**config.mk**
```make
export PLATFORM = sky130hd
export DESIGN_NAME = addpipe_collector
export DESIGN_NICKNAME = d
export VERILOG_FILES = /design/src/rtl/addpipe_pkg.sv /design/src/rtl/addpipe_res_fifo.sv /design/src/rtl/addpipe_collector.sv
export SDC_FILE = /design/constraint.sdc
export NUM_CORES = 1
export LEC_CHECK = 0
export CAP_MARGIN = 20
export CORE_UTILIZATION = 45
export CTS_BUF_LIST = sky130_fd_sc_hd__clkbuf_16
export CTS_CLUSTER_SIZE = 28
export DETAILED_ROUTE_END_ITERATION = 6
export GPL_TIMING_DRIVEN = 0
export HOLD_SLACK_MARGIN = 0.02
export PLACE_DENSITY_LB_ADDON = 0.2
export REMOVE_ABC_BUFFERS = 1
export SYNTH_ARGS = -nofsm -noshare
export SYNTH_HDL_FRONTEND = slang
export SYNTH_SLANG_ARGS = --single-unit
```
**constraint.sdc**
```tcl
create_clock -name i_clk -period 6.27 [get_ports i_clk]
set_input_delay 1.5675 -clock i_clk [delete_from_list [all_inputs] [get_ports i_clk]]
set_output_delay 1.5675 -clock i_clk [all_outputs]
set_load 0.005 [all_outputs]
```
**src/rtl/addpipe_pkg.sv**
```systemverilog
// Shared constants and result type for the prefix-adder result collector.
package addpipe_pkg;

    localparam int unsigned ADD_LATENCY = 7;
    localparam int unsigned ADD_WIDTH   = 32;

    typedef struct packed {
        logic                 cout;
        logic [ADD_WIDTH-1:0] sum;
    } add_result_t;

endpackage

```
**src/rtl/addpipe_res_fifo.sv**
```systemverilog
// Synchronous FIFO with a registered head entry; occupancy counter decides full/empty.
module addpipe_res_fifo #(
    parameter int unsigned DEPTH   = 8,
    parameter type         entry_t = logic [32:0]
) (
    input  logic   i_clk,
    input  logic   i_rst_n,
    input  logic   i_push,
    input  entry_t i_data,
    input  logic   i_pop,
    output logic   o_valid,
    output entry_t o_data
);

    localparam int unsigned PW = (DEPTH > 1) ? $clog2(DEPTH) : 1;
    localparam int unsigned CW = $clog2(DEPTH + 1);

    entry_t        r_mem [DEPTH];
    logic [PW-1:0] r_wr_ptr;
    logic [PW-1:0] r_rd_ptr;
    logic [CW-1:0] r_cnt;
    entry_t        r_head;
    logic          r_valid;

    logic          w_full;
    logic          w_push;
    logic          w_pop;
    logic [CW-1:0] w_cnt_nxt;
    entry_t        w_head_nxt;

    function automatic logic [PW-1:0] ptr_inc(input logic [PW-1:0] p);
        return (p == PW'(DEPTH - 1)) ? '0 : p + 1'b1;
    endfunction

    always_comb begin
        w_full    = (r_cnt == CW'(DEPTH));
        w_pop     = i_pop && r_valid;
        w_push    = i_push && (!w_full || w_pop);
        w_cnt_nxt = r_cnt + CW'(w_push) - CW'(w_pop);

        // The head register mirrors mem[rd_ptr]; refresh it whenever the head entry changes.
        w_head_nxt = r_head;
        if (w_pop) begin
            if (r_cnt > CW'(1)) begin
                w_head_nxt = r_mem[ptr_inc(r_rd_ptr)];
            end else if (w_push) begin
                w_head_nxt = i_data;
            end
        end else if ((r_cnt == '0) && w_push) begin
            w_head_nxt = i_data;
        end
    end

    always_ff @(posedge i_clk or negedge i_rst_n) begin
        if (!i_rst_n) begin
            r_wr_ptr <= '0;
            r_rd_ptr <= '0;
            r_cnt    <= '0;
            r_head   <= '0;
            r_valid  <= 1'b0;
        end else begin
            if (w_push) begin
                r_wr_ptr <= ptr_inc(r_wr_ptr);
            end
            if (w_pop) begin
                r_rd_ptr <= ptr_inc(r_rd_ptr);
            end
            r_cnt   <= w_cnt_nxt;
            r_head  <= w_head_nxt;
            r_valid <= (w_cnt_nxt != '0);
        end
    end

    always_ff @(posedge i_clk) begin
        if (w_push) begin
            r_mem[r_wr_ptr] <= i_data;
        end
    end

    assign o_valid = r_valid;
    assign o_data  = r_head;

endmodule

```
**src/rtl/addpipe_collector.sv**
```systemverilog
// Result collector for the pipelined prefix adder: valid delay line, credit counter, result FIFO.
// Define ADDPIPE_TAG_EN to carry a per-launch tag alongside each result.
module addpipe_collector
    import addpipe_pkg::*;
#(
    parameter int unsigned LATENCY = ADD_LATENCY,
    parameter int unsigned DEPTH   = 8,
    parameter int unsigned WIDTH   = ADD_WIDTH,
    parameter int unsigned TAG_W   = 4
) (
    input  logic             i_clk,
    input  logic             i_rst_n,
    input  logic             i_op_valid,
    output logic             o_op_ready,
    input  logic [WIDTH-1:0] i_add_s,
    input  logic             i_add_cout,
    output logic             o_out_valid,
    input  logic             i_out_ready,
    output logic [WIDTH-1:0] o_out_sum,
    output logic             o_out_cout
`ifdef ADDPIPE_TAG_EN
    ,
    input  logic [TAG_W-1:0] i_op_tag,
    output logic [TAG_W-1:0] o_out_tag
`endif
);

    localparam int unsigned CW = $clog2(DEPTH + 1);

`ifdef ADDPIPE_TAG_EN
    typedef struct packed {
        logic [TAG_W-1:0] tag;
        add_result_t      res;
    } entry_t;
`else
    typedef struct packed {
        add_result_t res;
    } entry_t;
`endif

    logic [LATENCY-1:0] r_vld;
    logic [CW-1:0]      r_cnt;
    logic               w_launch;
    logic               w_pop;
    logic               w_arr;
    logic [CW-1:0]      w_cnt_nxt;
    entry_t             w_push_data;
    entry_t             w_head;

    // Credits cover in-flight launches plus queued results, so a push never meets a full FIFO.
    assign o_op_ready = (r_cnt < CW'(DEPTH));
    assign w_launch   = i_op_valid && o_op_ready;
    assign w_pop      = o_out_valid && i_out_ready;
    assign w_cnt_nxt  = r_cnt + CW'(w_launch) - CW'(w_pop);
    assign w_arr      = r_vld[LATENCY-1];

    always_ff @(posedge i_clk or negedge i_rst_n) begin
        if (!i_rst_n) begin
            r_vld <= '0;
            r_cnt <= '0;
        end else begin
            r_vld[0] <= w_launch;
            for (int unsigned i = 1; i < LATENCY; i++) begin
                r_vld[i] <= r_vld[i-1];
            end
            r_cnt <= w_cnt_nxt;
        end
    end

`ifdef ADDPIPE_TAG_EN
    logic [TAG_W-1:0] r_tag [LATENCY];

    always_ff @(posedge i_clk or negedge i_rst_n) begin
        if (!i_rst_n) begin
            for (int unsigned i = 0; i < LATENCY; i++) begin
                r_tag[i] <= '0;
            end
        end else begin
            r_tag[0] <= i_op_tag;
            for (int unsigned i = 1; i < LATENCY; i++) begin
                r_tag[i] <= r_tag[i-1];
            end
        end
    end
`endif

    always_comb begin
        w_push_data          = '0;
        w_push_data.res.cout = i_add_cout;
        w_push_data.res.sum  = i_add_s;
`ifdef ADDPIPE_TAG_EN
        w_push_data.tag      = r_tag[LATENCY-1];
`endif
    end

    addpipe_res_fifo #(
        .DEPTH   (DEPTH),
        .entry_t (entry_t)
    ) u_res_fifo (
        .i_clk   (i_clk),
        .i_rst_n (i_rst_n),
        .i_push  (w_arr),
        .i_data  (w_push_data),
        .i_pop   (i_out_ready),
        .o_valid (o_out_valid),
        .o_data  (w_head)
    );

    assign o_out_sum  = w_head.res.sum;
    assign o_out_cout = w_head.res.cout;
`ifdef ADDPIPE_TAG_EN
    assign o_out_tag  = w_head.tag;
`endif

endmodule
```
==> results of run 1 <==
flip-flops by register name, indices dropped and copies added (netlist names):
name / cells
u_res_fifo.r_mem: 264
u_res_fifo.o_data: 33
r_vld: 7
r_cnt: 4
u_res_fifo.r_cnt: 4
u_res_fifo.r_rd_ptr: 3
u_res_fifo.r_wr_ptr: 3
u_res_fifo.o_valid: 1
per-stage QoR:
| step | util [%] | area (µm²) |
|---|---|---|
| floorplan | - | 12600 |
| global placement | 49.0 | 13700 |
| detailed placement | 51.2 | 14300 |
| CTS | 55.1 | 15400 |
| global route | 55.1 | 15400 |
| finish | 55.1 | 15400 |
Yosys cell counts (all sizes together):
master / instances / share of area (%)
a21o: 4 / 0.23
nor3b: 2 / 0.12
a21oi: 3 / 0.12
nor2b: 34 / 1.6
mux2: 34 / 3.0
edfxtp: 264 / 61
or2: 2 / 0.097
fa: 2 / 0.31
xor2: 1 / 0.068
o21ai: 35 / 1.4
dfrtp: 55 / 11
nand2: 182 / 5.3
nor3: 36 / 1.4
o31ai: 33 / 1.9
or4: 1 / 0.058
a31oi: 35 / 1.9
nor2: 36 / 1.1
ha: 14 / 1.4
buf: 46 / 2.3
a211oi: 33 / 1.9
nor4b: 2 / 0.14
inv: 17 / 0.49
a311oi: 33 / 2.2
nor4: 1 / 0.048
nand3: 1 / 0.078
nand2b: 1 / 0.048
xnor2: 4 / 0.27
clkbuf: 16 / 0.47
critical path, delay by kind of cell:
| family | cells | cell delay [ns] |
|---|---|---|
| simple gates | 4 | 1.29 |
| buf+inv | 5 | 1.29 |
final cells by class:
type | instances | area, µm² | share of cell area, %
Antenna cell | 1 | 2.50 | 0.0162
Clock buffer | 37 | 926 | 6.00
Multi-Input combinational cell | 529 | 3270 | 21.2
Sequential cell | 319 | 9310 | 60.3
Clock inverter | 25 | 155 | 1.01
Tap cell | 378 | 473 | 3.07
Timing Repair Buffer | 111 | 1220 | 7.93
Inverter | 17 | 63.8 | 0.414
final timing paths:
check / end / slack [ns] / cells past startpoint
setup / recovery: u_res_fifo.r_mem[6][20] / 2.32 / 9
hold / removal: r_vld[6] / 0.35 / 0
setup reg to reg: u_res_fifo.o_data[3] / 3.06 / 8
hold reg to reg: r_vld[6] / 0.35 / 0
max in group asynchronous: u_res_fifo.r_rd_ptr[0] / 4.50 / 1
min in group asynchronous: r_vld[0] / 1.16 / 1
power by group through the flow:
stage          Combinational (mW)  Sequential [mW]  Clock (mW)
6_report                     2.73             2.83        1.91
5_1_grt                      3.05             2.87        2.02
4_1_cts                      2.77             2.84        1.95
3_5_place_dp                 2.76             2.88           0
3_3_place_gp                 2.41             2.95           0
2_1_floorplan                1.60             2.88           0
layer usage:
layer	share of wire [%]	vias to the layer above	GRT usage [%]
met5	0.040	-	0
met4	1.6	2	5.40
met3	4.7	37	3.36
met2	50	178	33.1
met1	44	3836	26.0
li1	-	3629	-
kinds of logic after synthesis:
family	share of synthesized area, %
compound gates	9.64
flops	72.1
buf+inv	3.26
simple gates	10.1
fa+ha+maj	1.67
mux	2.97
xor+xnor	0.339
==> results.txt, run 1 <==
----------------------------------------------------
[Worst hold path]
  Type of the most critical hold path ... flip-flop to flip-flop
  Worst hold start ... r_vld[5]

[CTS]
  Clock tree from TritonCTS ... built
  CTS buffer count ... 34
  Maximum root-to-sink buffer count ... 3
  Clock transition at path regs ... 0.06 ns
  Clock sink count ... 319
  # resized after CTS ... 0
  Root buffer cell ... sky130_fd_sc_hd__clkbuf_16
  Worst skew pair latency ... 0.50 ns
  # hold bufs at CTS ... 0
  CTS H-tree lvls ... 2
  Number of buffers added for setup after CTS ... 0

[STA]
  Post-route setup TNS ... 0 ns
  Hold Violations, Final ... 0
  Final worst path period share ... 63.0%
  Clock period minus final worst setup slack ... 3.95 ns
  Remaining max-slew budget at the tightest pin ... 27.3%
  Final Max Tran Viols ... 0
  Final setup violating endpoints ... 0
  Worst-case hold slack ... 0.347 ns
  Slack of the critical path ... 2.32 ns
  RSZ-0062 raised after global routing ... no
  Final clock skew ... 0.0103 ns
  Maximum clock rate ... 253 MHz
  Least-Margin Pin Slew ... 1.08 ns

[Setup path]
  Cell with the most instances on the worst path ... sky130_fd_sc_hd__buf_6
  Launch point of the critical path ... i_out_ready
  Critical Path, Cell by Cell ... clkdlybuf4s50_1 > nand2_1 > nand3_2 > nand2_4 > nor3_2 > buf_4 > buf_6 > buf_6 > buf_6
  Required time of the critical path ... 6.48 ns
  Worst reg2reg startpoint ... u_res_fifo.r_rd_ptr[0]
  Critical Path AT ... 4.16 ns
  Category of the worst setup path launch point ... input pin
  Critical-path cell with the highest stage delay ... sky130_fd_sc_hd__nor3_2
  Max incr delay on CP ... 0.72 ns
  Maximum fanout count along the critical path ... 11
  Worst Path Class, Setup ... input pin to flip-flop
  Setup crit end kind ... flip-flop

[Power and ir drop]
  Static Leakage ... 5.42 nW
  Power per unit of standard cell area ... 485 mW/mm²
  Final Power ... 7.48 mW
  Part of the power in combinational logic ... 36.5%
  Sequential power share ... 37.9%
  Relative contribution of the clock network to total power ... 25.6%
  Peak ir drop on the vdd network ... 0.394 mV
  Switching fraction of total power ... 34.8%
  Reported net switching power ... 2.60 mW
  Internal ... 4.87 mW

[Die]
  Die area ... 0.0294 mm²
  Overall die width ... 171 µm
  Chip height ... 171 µm
  Number of cell rows ... 61
  Floorplan core area ... 0.0280 mm²
  Top-Level Pins ... 72
  Initial Util ... 46.1%

[GRT]
  GR Overflow Total ... 0
  Global routing usage summed across all routing layers ... 19.6%
  Global-route wire length before repair ... 42800 µm
  Pin count of the biggest net entering global routing ... 72
  Antenna violations before repair ... 2
  Via count of the first global-routing pass ... 7638

[Drt]
  Detailed-route wire length ... 27500 µm
  DRC marker count from the first detailed-route iteration ... 560
  Final routed DRC violation total ... 0
  Post-DR wirelength/cell ... 19.4 µm
  Residual antenna-violating net count after detailed routing ... 0
  Drt first pass iters ... 5
  Mean number of vias per cell ... 5.42
  Number of vias after detailed routing ... 7682

[Finish]
  Nets@finish ... 1065
  Most used cells in the layout excluding fill and tap cells ... 264 x sky130_fd_sc_hd__edfxtp_1, 180 x sky130_fd_sc_hd__nand2_1, 70 x sky130_fd_sc_hd__clkdlybuf4s50_1, 54 x sky130_fd_sc_hd__dfrtp_1, 37 x sky130_fd_sc_hd__clkbuf_16
  Count of filler cells inserted in the layout ... 2282
  Commonest non-fill, non-tap cell in the layout ... sky130_fd_sc_hd__edfxtp_1
  Proportion of layout cells with a drive suffix above 1 ... 10.3%
  Area growth syn-to-layout ... 19.5%
  Final cell count without fillers ... 1417

[Yosys]
  Netlist area before placement ... 0.0129 mm²
  Number of unique standard cell types used by synthesis ... 39
  Gate count of the mapped netlist ... 927
  Yosys synthesis warning count ... 0
  Synthesized area divided by synthesized cell count ... 13.9 µm²
  Fraction of the yosys area taken by sequential cells ... 72.1%
  Count of state elements after synthesis ... 319

[Place]
  Place WS ... 1.70 ns
  Global placer's final weighted congestion ... 0.689
  Half-perimeter wire length after detailed placement ... 16500 µm
  Number of buffers inserted by port buffering ... 71
  Placed cell count ... 1354

[Job]
  Total of max-cap violations ... 0

[Status]
  Outcome ... completed

----------------------------------------------------
(Power assumes the default switching activity.)
==> run 2, diff against run 1 <==
==> constraint.sdc (replaced) <==
create_clock -name i_clk -period 3.4 [get_ports i_clk]
set_input_delay 0.85 -clock i_clk [delete_from_list [all_inputs] [get_ports i_clk]]
set_output_delay 0.85 -clock i_clk [all_outputs]
set_load 0.005 [all_outputs]
==> results.txt, run 2 (synthesis results as in run 1) <==
----------------------------------------------------
[Status]
  Outcome ... completed

[Die]
  Initial Util ... 46.1% (unchanged)
  Floorplan core area ... 0.0280 mm² (unchanged)
  Number of cell rows ... 61 (unchanged)
  Top-Level Pins ... 72 (unchanged)
  Overall die width ... 171 µm (unchanged)
  Chip height ... 171 µm (unchanged)
  Die area ... 0.0294 mm² (unchanged)

[STA]
  Hold Violations, Final ... 0 (unchanged)
  Final clock skew ... 0.0107 ns (+0.000422 ns)
  Remaining max-slew budget at the tightest pin ... 29.0% (+1.7 points)
  Maximum clock rate ... 311 MHz
  Final setup violating endpoints ... 0 (unchanged)
  Least-Margin Pin Slew ... 1.06 ns (-0.0247 ns)
  Final Max Tran Viols ... 0 (unchanged)
  Post-route setup TNS ... 0 ns (unchanged)
  RSZ-0062 raised after global routing ... no
  Final worst path period share ... 94.6%
  Clock period minus final worst setup slack ... 3.22 ns

[GRT]
  GR Overflow Total ... 0 (unchanged)
  Global-route track usage on met3 ... 3.36% (unchanged)
  Met2 usage in global routing ... 33.1% (unchanged)
  Antenna violations before repair ... 2 (unchanged)
  Global-route wire length before repair ... 42800 µm (unchanged)
  Global routing usage summed across all routing layers ... 19.6% (unchanged)
  Via count of the first global-routing pass ... 7638 (unchanged)
  Routing layer with the top usage in global route ... met2
  Met1 track utilization from global routing ... 26.0% (unchanged)
  Pin count of the biggest net entering global routing ... 72 (unchanged)

[CTS]
  Maximum root-to-sink buffer count ... 3 (unchanged)
  Clock transition at path regs ... 0.06 ns (about the same)
  Clock sink count ... 319 (unchanged)
  # hold bufs at CTS ... 0 (unchanged)
  Number of buffers added for setup after CTS ... 0 (unchanged)
  Root buffer cell ... sky130_fd_sc_hd__clkbuf_16
  Clock tree from TritonCTS ... built
  Worst skew pair latency ... 0.50 ns (about the same)
  CTS buffer count ... 34 (unchanged)
  # resized after CTS ... 0 (unchanged)
  CTS H-tree lvls ... 2 (unchanged)

[Finish]
  Proportion of layout cells with a drive suffix above 1 ... 10.4% (+0.086 points)
  Nets@finish ... 1066 (+0.094%)
  Register with the most flip-flops ... u_res_fifo.r_mem
  Most used cells in the layout excluding fill and tap cells ... 264 x sky130_fd_sc_hd__edfxtp_1, 180 x sky130_fd_sc_hd__nand2_1, 70 x sky130_fd_sc_hd__clkdlybuf4s50_1, 54 x sky130_fd_sc_hd__dfrtp_1, 37 x sky130_fd_sc_hd__clkbuf_16
  Commonest non-fill, non-tap cell in the layout ... sky130_fd_sc_hd__edfxtp_1
  Max reg flops ... 264 (unchanged)
  Multi-input logic area ... 0.00329 mm² (+0.46%)
  Final cell count without fillers ... 1418 (+0.071%)
  Count of filler cells inserted in the layout ... 2281 (-0.044%)
  Final core occ ... 55.1% (about the same)
  Area used by sequential logic in the layout ... 0.00931 mm² (unchanged)
  Area growth syn-to-layout ... 19.6% (about the same)

[Power and ir drop]
  Peak ir drop on the vdd network ... 0.725 mV (+84%)
  Part of the power in combinational logic ... 36.9% (+0.4 points)
  Power per unit of standard cell area ... 899 mW/mm² (+85%)
  Reported net switching power ... 4.88 mW (+88%)
  Switching fraction of total power ... 35.2% (+0.38 points)
  Static Leakage ... 5.43 nW (+0.13%)
  Sequential power share ... 37.7% (-0.2 points)
  Relative contribution of the clock network to total power ... 25.4% (-0.2 points)
  Internal ... 9.00 mW (+85%)

[Drt]
  Drt first pass iters ... 5 (unchanged)
  Mean number of vias per cell ... 5.42 (about the same)
  Number of vias after detailed routing ... 7682 (unchanged)
  DRC marker count from the first detailed-route iteration ... 541 (-3.4%)
  Post-DR wirelength/cell ... 19.8 µm (+1.8%)
  Detailed-route wire length ... 28000 µm (+1.9%)
  Residual antenna-violating net count after detailed routing ... 0 (unchanged)
  Final routed DRC violation total ... 0 (unchanged)

[Place]
  Global placer's final weighted congestion ... 0.689 (unchanged)
  Placed cell count ... 1354 (unchanged)
  Half-perimeter wire length after detailed placement ... 16500 µm (unchanged)
  Number of buffers inserted by port buffering ... 71 (unchanged)

[Setup path]
  Flop-to-flop setup slack ... 0.38 ns (-2.68 ns)
  Critical Path, Cell by Cell ... clkdlybuf4s50_1 > nand2_1 > nand3_2 > nand2_4 > inv_2 > nand2_1 > nor3_2 > buf_6 > buf_6 > buf_6
  Critical Path AT ... 3.42 ns (-0.74 ns)
  Setup crit end kind ... flip-flop
  Worst reg2reg startpoint ... u_res_fifo.r_rd_ptr[0]
  Max incr delay on CP ... 0.60 ns (-0.12 ns)
  Cell with the most instances on the worst path ... sky130_fd_sc_hd__buf_6
  Category of the worst setup path launch point ... input pin
  Worst Path Class, Setup ... input pin to flip-flop
  Reg2Reg Depth ... 8 (unchanged)
  Required time of the critical path ... 3.60 ns (-2.88 ns)
  Reg2Reg Capture Point ... u_res_fifo.o_data[3]
  Critical-path cell with the highest stage delay ... sky130_fd_sc_hd__nor3_2
  Maximum fanout count along the critical path ... 11 (unchanged)

[Worst hold path]
  Worst hold start ... r_vld[1]
  End point of the most critical hold path ... r_vld[2]
  Type of the most critical hold path ... flip-flop to flip-flop
  Worst Hold Depth ... 0 (unchanged)

[Job]
  Total of max-cap violations ... 0 (unchanged)

----------------------------------------------------
## run 2: metrics by stage
stage	power (mW)	setup slack, ns	instance area (µm²)	hold WS (ns)
2_1_floorplan	8.04	-2.54	12600	0.331
3_3_place_gp	9.46	-6.38	13700	0.337
3_5_place_dp	10.4	-0.457	14300	0.335
4_1_cts	13.9	0.0743	15400	0.348
5_1_grt	14.7	0.0140	15400	0.360
6_report	13.9	0.183	15400	0.347
## run 2: how the worst max path moves through the flow
stage                           start                       to  slack [ns]
2_1_floorplan  u_res_fifo.r_rd_ptr[0]     u_res_fifo.o_data[8]       -2.54
3_3_place_gp              i_out_ready  u_res_fifo.r_mem[4][19]       -6.38
3_5_place_dp              i_out_ready  u_res_fifo.r_mem[6][19]       -0.46
4_1_cts                   i_out_ready   u_res_fifo.r_mem[6][6]        0.07
5_1_grt                   i_out_ready   u_res_fifo.r_mem[3][6]        0.01
6_report                  i_out_ready  u_res_fifo.r_mem[1][15]        0.18
## run 2: per-layer routing
layer | up-vias | wire, µm
met1 | 3839 | 12300
li1 | 3632 | -
met3 | 41 | 1360
met4 | 2 | 470
met5 | - | 11
met2 | 168 | 13900
## run 2: power by group through the flow
stage	logic [mW]	registers, mW	clock network [mW]
final	5.12	5.23	3.53
after CTS	5.11	5.23	3.59
after floorplan	2.73	5.31	0
after detailed placement	5.09	5.31	0
after global placement	4.03	5.43	0
after global routing	5.71	5.30	3.73
## run 2: area by class of cell
type | instances | share of cell area [%]
Clock inverter | 25 | 1.00
Multi-Input combinational cell | 530 | 21.3
Sequential cell | 319 | 60.3
Tap cell | 378 | 3.06
Clock buffer | 37 | 6.00
Antenna cell | 1 | 0.0162
Timing Repair Buffer | 111 | 7.92
Inverter | 17 | 0.413
## run 2: critical path: cells and delay by family
family / cells / cell delay (ns)
and+or+nand+nor: 5 / 1.37
buffers and inverters: 5 / 1.19
